--- config.mk ---
export PLATFORM = sky130hd
export DESIGN_NAME = inst_req_ctrl
export DESIGN_NICKNAME = d
export VERILOG_FILES = /design/src/rtl/inst_req_ctrl.sv
export SDC_FILE = /design/constraint.sdc
export NUM_CORES = 1
export LEC_CHECK = 0
export CORE_MARGIN = 2
export CORE_UTILIZATION = 54
export CTS_CLUSTER_DIAMETER = 100
export DETAILED_ROUTE_END_ITERATION = 8
export PLACE_DENSITY = 0.89
export SLEW_MARGIN = 20
export SYNTH_ARGS = -nofsm -noshare
export SYNTH_HDL_FRONTEND = slang
export SYNTH_SLANG_ARGS = --single-unit
--- constraint.sdc ---
create_clock -name clk -period 7.1 [get_ports clk]
set_input_delay 1.42 -clock clk [delete_from_list [all_inputs] [get_ports clk]]
set_output_delay 1.42 -clock clk [all_outputs]
set_load 0.05 [all_outputs]
--- src/rtl/inst_req_ctrl.sv ---
// inst_req_ctrl: instruction-fetch request controller between pre-IF and an
// SRAM-like instruction port. Holds one request until addr_ok, tracks the
// outstanding PCs in order, pairs returning data with its PC and buffers the
// result for IF. A flush cancels everything in flight: already issued
// requests are counted in drop_cnt so their data is discarded on return.
//
// Build option: define INST_REQ_CTRL_OUTSTANDING2_EN to allow two requests in
// flight (MAX_OUT=2). Left undefined, one request is in flight at a time,
// the PC queue is a single register and drop_cnt is one bit.
module inst_req_ctrl #(
  parameter int RESP_DEPTH = 2
) (
  input  logic        clk,
  input  logic        resetn,
  input  logic        fq_valid,
  input  logic [31:0] fq_pc,
  output logic        fq_ready,
  output logic        inst_sram_req,
  output logic [31:0] inst_sram_addr,
  input  logic        inst_sram_addr_ok,
  input  logic        inst_sram_data_ok,
  input  logic [31:0] inst_sram_rdata,
  output logic        rsp_valid,
  output logic [31:0] rsp_pc,
  output logic [31:0] rsp_inst,
  input  logic        rsp_ready,
  input  logic        flush,
  output logic        busy
);

`ifdef INST_REQ_CTRL_OUTSTANDING2_EN
  localparam int MAX_OUT = 2;
  localparam int DROP_W  = 2;
`else
  localparam int MAX_OUT = 1;
  localparam int DROP_W  = 1;
`endif
  localparam int OUT_W = 2;   // holds 0..MAX_OUT
  localparam int RP_W  = 2;   // response pointers, RESP_DEPTH <= 4
  localparam int RC_W  = 3;   // response count 0..4, also holds out+rsp sums

  localparam logic [OUT_W-1:0] MAX_C   = OUT_W'(MAX_OUT);
  localparam logic [RC_W-1:0]  DEPTH_C = RC_W'(RESP_DEPTH);
  localparam logic [RP_W-1:0]  LAST_P  = RP_W'(RESP_DEPTH - 1);

  typedef enum logic {S_IDLE, S_REQ} state_t;

  state_t             r_state;
  logic               r_req;
  logic [31:0]        r_addr;
  logic [OUT_W-1:0]   r_out_cnt;
  logic [DROP_W-1:0]  r_drop_cnt;
  logic               r_kill;
  logic [RC_W-1:0]    r_rsp_cnt;
  logic [RP_W-1:0]    r_rb_wp;
  logic [RP_W-1:0]    r_rb_rp;
  logic [31:0]        r_rb_pc   [4];
  logic [31:0]        r_rb_inst [4];

  logic               w_aok;
  logic               w_dok;
  logic               w_drop_now;
  logic               w_push;
  logic               w_pop;
  logic               w_fire;
  logic               w_fq_ready;
  logic [RC_W-1:0]    w_occ;
  logic [OUT_W-1:0]   w_out_nxt;
  logic [31:0]        w_head_pc;

  function automatic logic [RP_W-1:0] ptr_inc(input logic [RP_W-1:0] p);
    return (p == LAST_P) ? '0 : p + 1'b1;
  endfunction

  // Event decode: a data_ok with nothing outstanding is not an event at all
  assign w_aok      = r_req & inst_sram_addr_ok;
  assign w_dok      = inst_sram_data_ok & (r_out_cnt != '0);
  assign w_drop_now = w_dok & (r_drop_cnt != '0);
  assign w_push     = w_dok & (r_drop_cnt == '0) & ~flush;
  assign w_pop      = rsp_valid & rsp_ready & ~flush;
  assign w_out_nxt  = r_out_cnt + OUT_W'(w_aok) - OUT_W'(w_dok);

  // Credit: every request that can return data must own a free buffer slot
  assign w_occ      = {1'b0, r_out_cnt} + r_rsp_cnt;
  assign w_fq_ready = resetn & (r_state == S_IDLE) & ~flush & (r_out_cnt < MAX_C)
                    & (w_occ < DEPTH_C) & (r_drop_cnt == '0) & ~r_kill;
  assign w_fire     = fq_valid & w_fq_ready;

  assign fq_ready       = w_fq_ready;
  assign inst_sram_req  = r_req;
  assign inst_sram_addr = r_addr;
  assign busy           = r_req | (r_out_cnt != '0);
  assign rsp_valid      = (r_rsp_cnt != '0);
  assign rsp_pc         = rsp_valid ? r_rb_pc[r_rb_rp]   : '0;
  assign rsp_inst       = rsp_valid ? r_rb_inst[r_rb_rp] : '0;

  // Request FSM: the held request/address never change until addr_ok, even on flush
  always_ff @(posedge clk or negedge resetn) begin
    if (!resetn) begin
      r_state <= S_IDLE;
      r_req   <= 1'b0;
      r_addr  <= '0;
    end else begin
      case (r_state)
        S_IDLE: begin
          if (w_fire) begin
            r_state <= S_REQ;
            r_req   <= 1'b1;
            r_addr  <= fq_pc;
          end
        end
        S_REQ: begin
          if (inst_sram_addr_ok) begin
            r_state <= S_IDLE;
            r_req   <= 1'b0;
          end
        end
      endcase
    end
  end

  // Outstanding, drop and kill bookkeeping; a flush drops whatever is still in flight after this cycle
  always_ff @(posedge clk or negedge resetn) begin
    if (!resetn) begin
      r_out_cnt  <= '0;
      r_drop_cnt <= '0;
      r_kill     <= 1'b0;
    end else begin
      r_out_cnt <= w_out_nxt;
      if (flush) begin
        r_drop_cnt <= DROP_W'(w_out_nxt);
        r_kill     <= r_req & ~inst_sram_addr_ok;
      end else begin
        r_drop_cnt <= r_drop_cnt - DROP_W'(w_drop_now) + DROP_W'(w_aok & r_kill);
        if (w_aok) begin
          r_kill <= 1'b0;
        end
      end
    end
  end

`ifdef INST_REQ_CTRL_OUTSTANDING2_EN
  logic [31:0] r_pcq [2];
  logic        r_pq_wp;
  logic        r_pq_rp;

  // PC queue pointers: written on addr_ok, read on data_ok, untouched by flush
  always_ff @(posedge clk or negedge resetn) begin
    if (!resetn) begin
      r_pq_wp <= 1'b0;
      r_pq_rp <= 1'b0;
    end else begin
      if (w_aok) r_pq_wp <= ~r_pq_wp;
      if (w_dok) r_pq_rp <= ~r_pq_rp;
    end
  end

  // PC queue storage
  always_ff @(posedge clk) begin
    if (w_aok) r_pcq[r_pq_wp] <= r_addr;
  end

  assign w_head_pc = r_pcq[r_pq_rp];
`else
  logic [31:0] r_pcq;

  // Single PC slot for the lone outstanding request
  always_ff @(posedge clk) begin
    if (w_aok) r_pcq <= r_addr;
  end

  assign w_head_pc = r_pcq;
`endif

  // Response buffer control: flush empties it, overriding same-cycle push/pop
  always_ff @(posedge clk or negedge resetn) begin
    if (!resetn) begin
      r_rb_wp   <= '0;
      r_rb_rp   <= '0;
      r_rsp_cnt <= '0;
    end else if (flush) begin
      r_rb_wp   <= '0;
      r_rb_rp   <= '0;
      r_rsp_cnt <= '0;
    end else begin
      if (w_push) r_rb_wp <= ptr_inc(r_rb_wp);
      if (w_pop)  r_rb_rp <= ptr_inc(r_rb_rp);
      r_rsp_cnt <= r_rsp_cnt + RC_W'(w_push) - RC_W'(w_pop);
    end
  end

  // Response buffer storage
  always_ff @(posedge clk) begin
    if (w_push) begin
      r_rb_pc[r_rb_wp]   <= w_head_pc;
      r_rb_inst[r_rb_wp] <= inst_sram_rdata;
    end
  end

endmodule

==> metrics.md <==
| Metric | Value |
|---|---|
| Status | `completed` |
| Core outline area | `0.0227 mm^2` |
| Dpl hpwl | `approximately 14 mm` |
| TritonCTS clock tree | `yes` |
| Remaining antenna violation count after routing | `0` |
| Reg2Reg Setup Slack | `around 4.2 ns` |
| Startpoint Class | `flop` |
| Layout area overhead | `25.4%` |
| Detailed-route wire length per cell | `about 22 um` |
| Drt first pass iters | `6` |
| Max Clk Rate | `201 MHz` |
| First-pass GRT wire length | `36.7 mm` |
| CP Cell Sequence | `buf_4, mux4_2, and2_1, clkdlybuf4s50_1` |
| Vias in the first global route | `6,774` |
| Sw Ratio | `a little over a third` |
| Util after Layout | `69.2%` |
| FP Rows | `55` |
| Cells resized by post-CTS repair | `0` |
| Seq. cell area | `0.00978 mm^2` |
| Final Hold Viols | `0` |
| Final setup violation count | `0` |
| Leakage | `5.29 nW` |
| Crit share post-route | `70.1%` |
| CTS H-tree depth | `2` |
| Worst Setup EP | `rsp_inst[4]` |
| Setup CP Type | `reg2out` |
| Largest delay share family, worst path | `buffers and inverters` |
| Share of layout cells above drive strength 1 | `between 20 and 25%` |
| Worst r2r path cells | `5` |
| Gate power share | `34.5%` |
| R2r startpoint | `r_out_cnt[1]` |
| Syn_nets | `656` |
| Worst r2r dst | `r_rb_inst[2][1]` |
| CP arrival | `3.56 ns` |
| Layout fillers | `1,364` |
| Detailed Route WL | `23.8 mm` |
| Commonest non-fill, non-tap cells in the layout | `288 x edfxtp_1, 169 x clkdlybuf4s50_1, 64 x mux4_2, 64 x and2_1, 43 x dfrtp_1` |
| CTS root buffer | `clkbuf_16` |
| Slew HR | `33.1%` |
| Clock sink count | `roughly 330` |
| Critical Path Stages | `4` |
| GRT Total Usage | `about a fifth` |
| Netlist Area Pre-Place | `0.0125 mm^2` |
| YS warnings | `0` |
| GR Overflow Total | `0` |
| Die footprint | `0.0244 mm^2` |
| DR vias | `6,121` |
| Final GP Congestion | `around 0.80` |
| Seq/Total Area, Yosys | `78.0%` |
| Synth Instances | `between 500 and 600` |
| P_int | `around 0.0043 W` |
| Hold-fix buffers, CTS | `0` |
| Crit path time final | `4.98 ns` |
| Chip Width | `156 um` |
| Slowest cell on the critical path | `dfrtp_4` |
| Worst Hold Class | `reg2reg` |
| Number of buffers and inverters on the critical path | `2` |
| CP max stage delay | `0.98 ns` |
| Largest net degree at the start of global routing | `67` |
| Crit end category | `output port` |
| Initial antenna violation count | `1` |
| Clk network pwr share | `25.8%` |
| Worst-path clk slew | `0.06 ns` |
| Multi-input logic area | `0.00264 mm^2` |
| Port bufs | `170` |
| Initial DRC count | `364` |
| Initial Utilization | `55.2%` |
| Most common cell after layout, fill and taps aside | `edfxtp_1` |
| Critical path startpoint | `r_rb_rp[0]` |
| Mean post-synth cell area | `21.6 um^2` |
| Netlist cell types | `35` |
| I/O pin total | `roughly 170` |
| PwrDens | `419 mW/mm^2` |
| Drt via density | `5.66` |
| Max clock buf depth | `3` |
| Worst Skew | `0.0259 ns` |
| Yosys reg bits | `333` |
| Max cap viols | `0` |
| Seq pwr share | `39.7%` |
| Setup Fix Bufs, Post-CTS | `0` |
| Die H | `156 um` |
| Clock latency at the later pin of the worst-skew pair | `0.51 ns` |
| TritonCTS buffer count | `34` |
| RSZ-0062 raised after global routing | `no` |
| Setup_tns | `0 ns` |
| Peak VDD IR | `approximately 310 uV` |
| Slew @ Worst Pin | `1.00 ns` |
| Max Slew Vio Count | `0` |
| CP Max Fanout | `41` |
| Worst Path Required | `5.68 ns` |
| Antenna cell count | `0` |
| Remaining DRCs | `0` |
| Layout net count | `about 850` |
| Psw | `0.00231 W` |
synthesized netlist by cell type:
master / count / share of area (%)
a211o_1: 1 / 0.070
a21o_1: 2 / 0.12
a21oi_1: 2 / 0.080
a311oi_1: 1 / 0.070
and2_1: 64 / 3.2
and4b_1: 1 / 0.080
buf_1: 4 / 0.12
buf_2: 6 / 0.24
buf_6: 3 / 0.27
clkbuf_1: 12 / 0.36
dfrtp_1: 45 / 9.0
edfxtp_1: 288 / 69
fa_1: 2 / 0.32
ha_1: 4 / 0.40
inv_1: 9 / 0.27
mux2_1: 2 / 0.18
mux2_2: 30 / 2.7
mux4_2: 64 / 12
nand2_1: 5 / 0.15
nand2b_1: 1 / 0.050
nand3_1: 2 / 0.080
nand4b_1: 1 / 0.070
nand4bb_1: 1 / 0.090
nor2_1: 6 / 0.18
nor2b_1: 2 / 0.10
nor3_1: 3 / 0.12
nor3b_1: 2 / 0.12
nor4b_4: 1 / 0.19
o21ai_0: 2 / 0.080
o31ai_1: 1 / 0.060
or2_2: 1 / 0.050
or3_1: 4 / 0.20
or3b_1: 1 / 0.070
xnor2_1: 4 / 0.28
xor2_1: 2 / 0.14
layer usage:
| metal | GRT usage, % | share of wire, % | up-vias |
|---|---|---|---|
| met3 | 4.54 | 6.0 | 35 |
| li1 | - | - | 2688 |
| met2 | 35.9 | 53 | 220 |
| met4 | 5.37 | 1.7 | 2 |
| met5 | 0 | 0.055 | - |
| met1 | 24.6 | 39 | 3176 |
state kept, by name, summed over array words and instances, names as in the netlist:
| register | cells |
|---|---|
| inst_sram_req | 1 |
| inst_sram_addr | 32 |
| r_kill | 1 |
| r_rb_rp | 2 |
| r_rb_inst | 128 |
| r_drop_cnt | 1 |
| r_rsp_cnt | 3 |
| r_state | 1 |
| r_rb_pc | 128 |
| r_pcq | 32 |
| r_out_cnt | 2 |
| r_rb_wp | 2 |
kinds of logic (layout without fill, tap and decap cells):
family,after synthesis,after routing,synth area share (%)
simple gates,95,95,4.74
buf+inv,34,251,1.26
fa+ha+maj,6,6,0.719
flops,333,333,78.0
compound gates,9,9,0.479
mux,96,96,14.4
xor+xnor,6,6,0.419
how the worst min path moves through the flow:
stage / start / endpoint / cells after the start
2_1_floorplan: r_pcq[0] / r_rb_pc[0][0] / 0
3_3_place_gp: inst_sram_addr[4] / r_pcq[4] / 0
3_5_place_dp: inst_sram_addr[4] / r_pcq[4] / 0
4_1_cts: inst_sram_addr[4] / r_pcq[4] / 0
5_1_grt: inst_sram_addr[25] / r_pcq[25] / 0
6_report: inst_sram_addr[4] / r_pcq[4] / 0
layout make-up:
type | count | area share, %
repair buffers | 181 | 11.6
flip-flops and latches | 333 | 62.3
well taps | 285 | 2.27
multi-input cells | 212 | 16.8
clock buffers | 47 | 6.06
clock inverters | 14 | 0.789
inverters | 9 | 0.215
metrics by stage:
stage | setup slack (ns) | instance area [um^2] | hold slack [ns] | power [W] | cells
floorplan | 0.147 | 12500 | 0.459 | 0.00415 | 579
global placement | 2.34 | 14600 | 0.454 | 0.00487 | 1017
detailed placement | 2.22 | 14600 | 0.459 | 0.00494 | 1019
CTS | 2.00 | 15700 | 0.474 | 0.00667 | 1080
global route | 1.85 | 15700 | 0.488 | 0.00685 | 1081
finish | 2.12 | 15700 | 0.476 | 0.00659 | 1081
power groups by stage:
stage / Sequential (W) / Combinational [W] / Clock [W]
detailed placement: 0.00265 / 0.00229 / 0
finish: 0.00262 / 0.00227 / 0.00170
global route: 0.00265 / 0.00238 / 0.00182
CTS: 0.00262 / 0.00230 / 0.00174
global placement: 0.00262 / 0.00225 / 0
floorplan: 0.00281 / 0.00134 / 0
worst reg2reg max path, stage by stage, from the launching register on:
cell and delay, ns:
dfrtp_1 0.43, o21ai_0 0.30, or3_1 0.56, nor3b_4 0.74, buf_6 0.26, buf_12 0.29
Note: power is estimated with default switching activity, not from simulation.
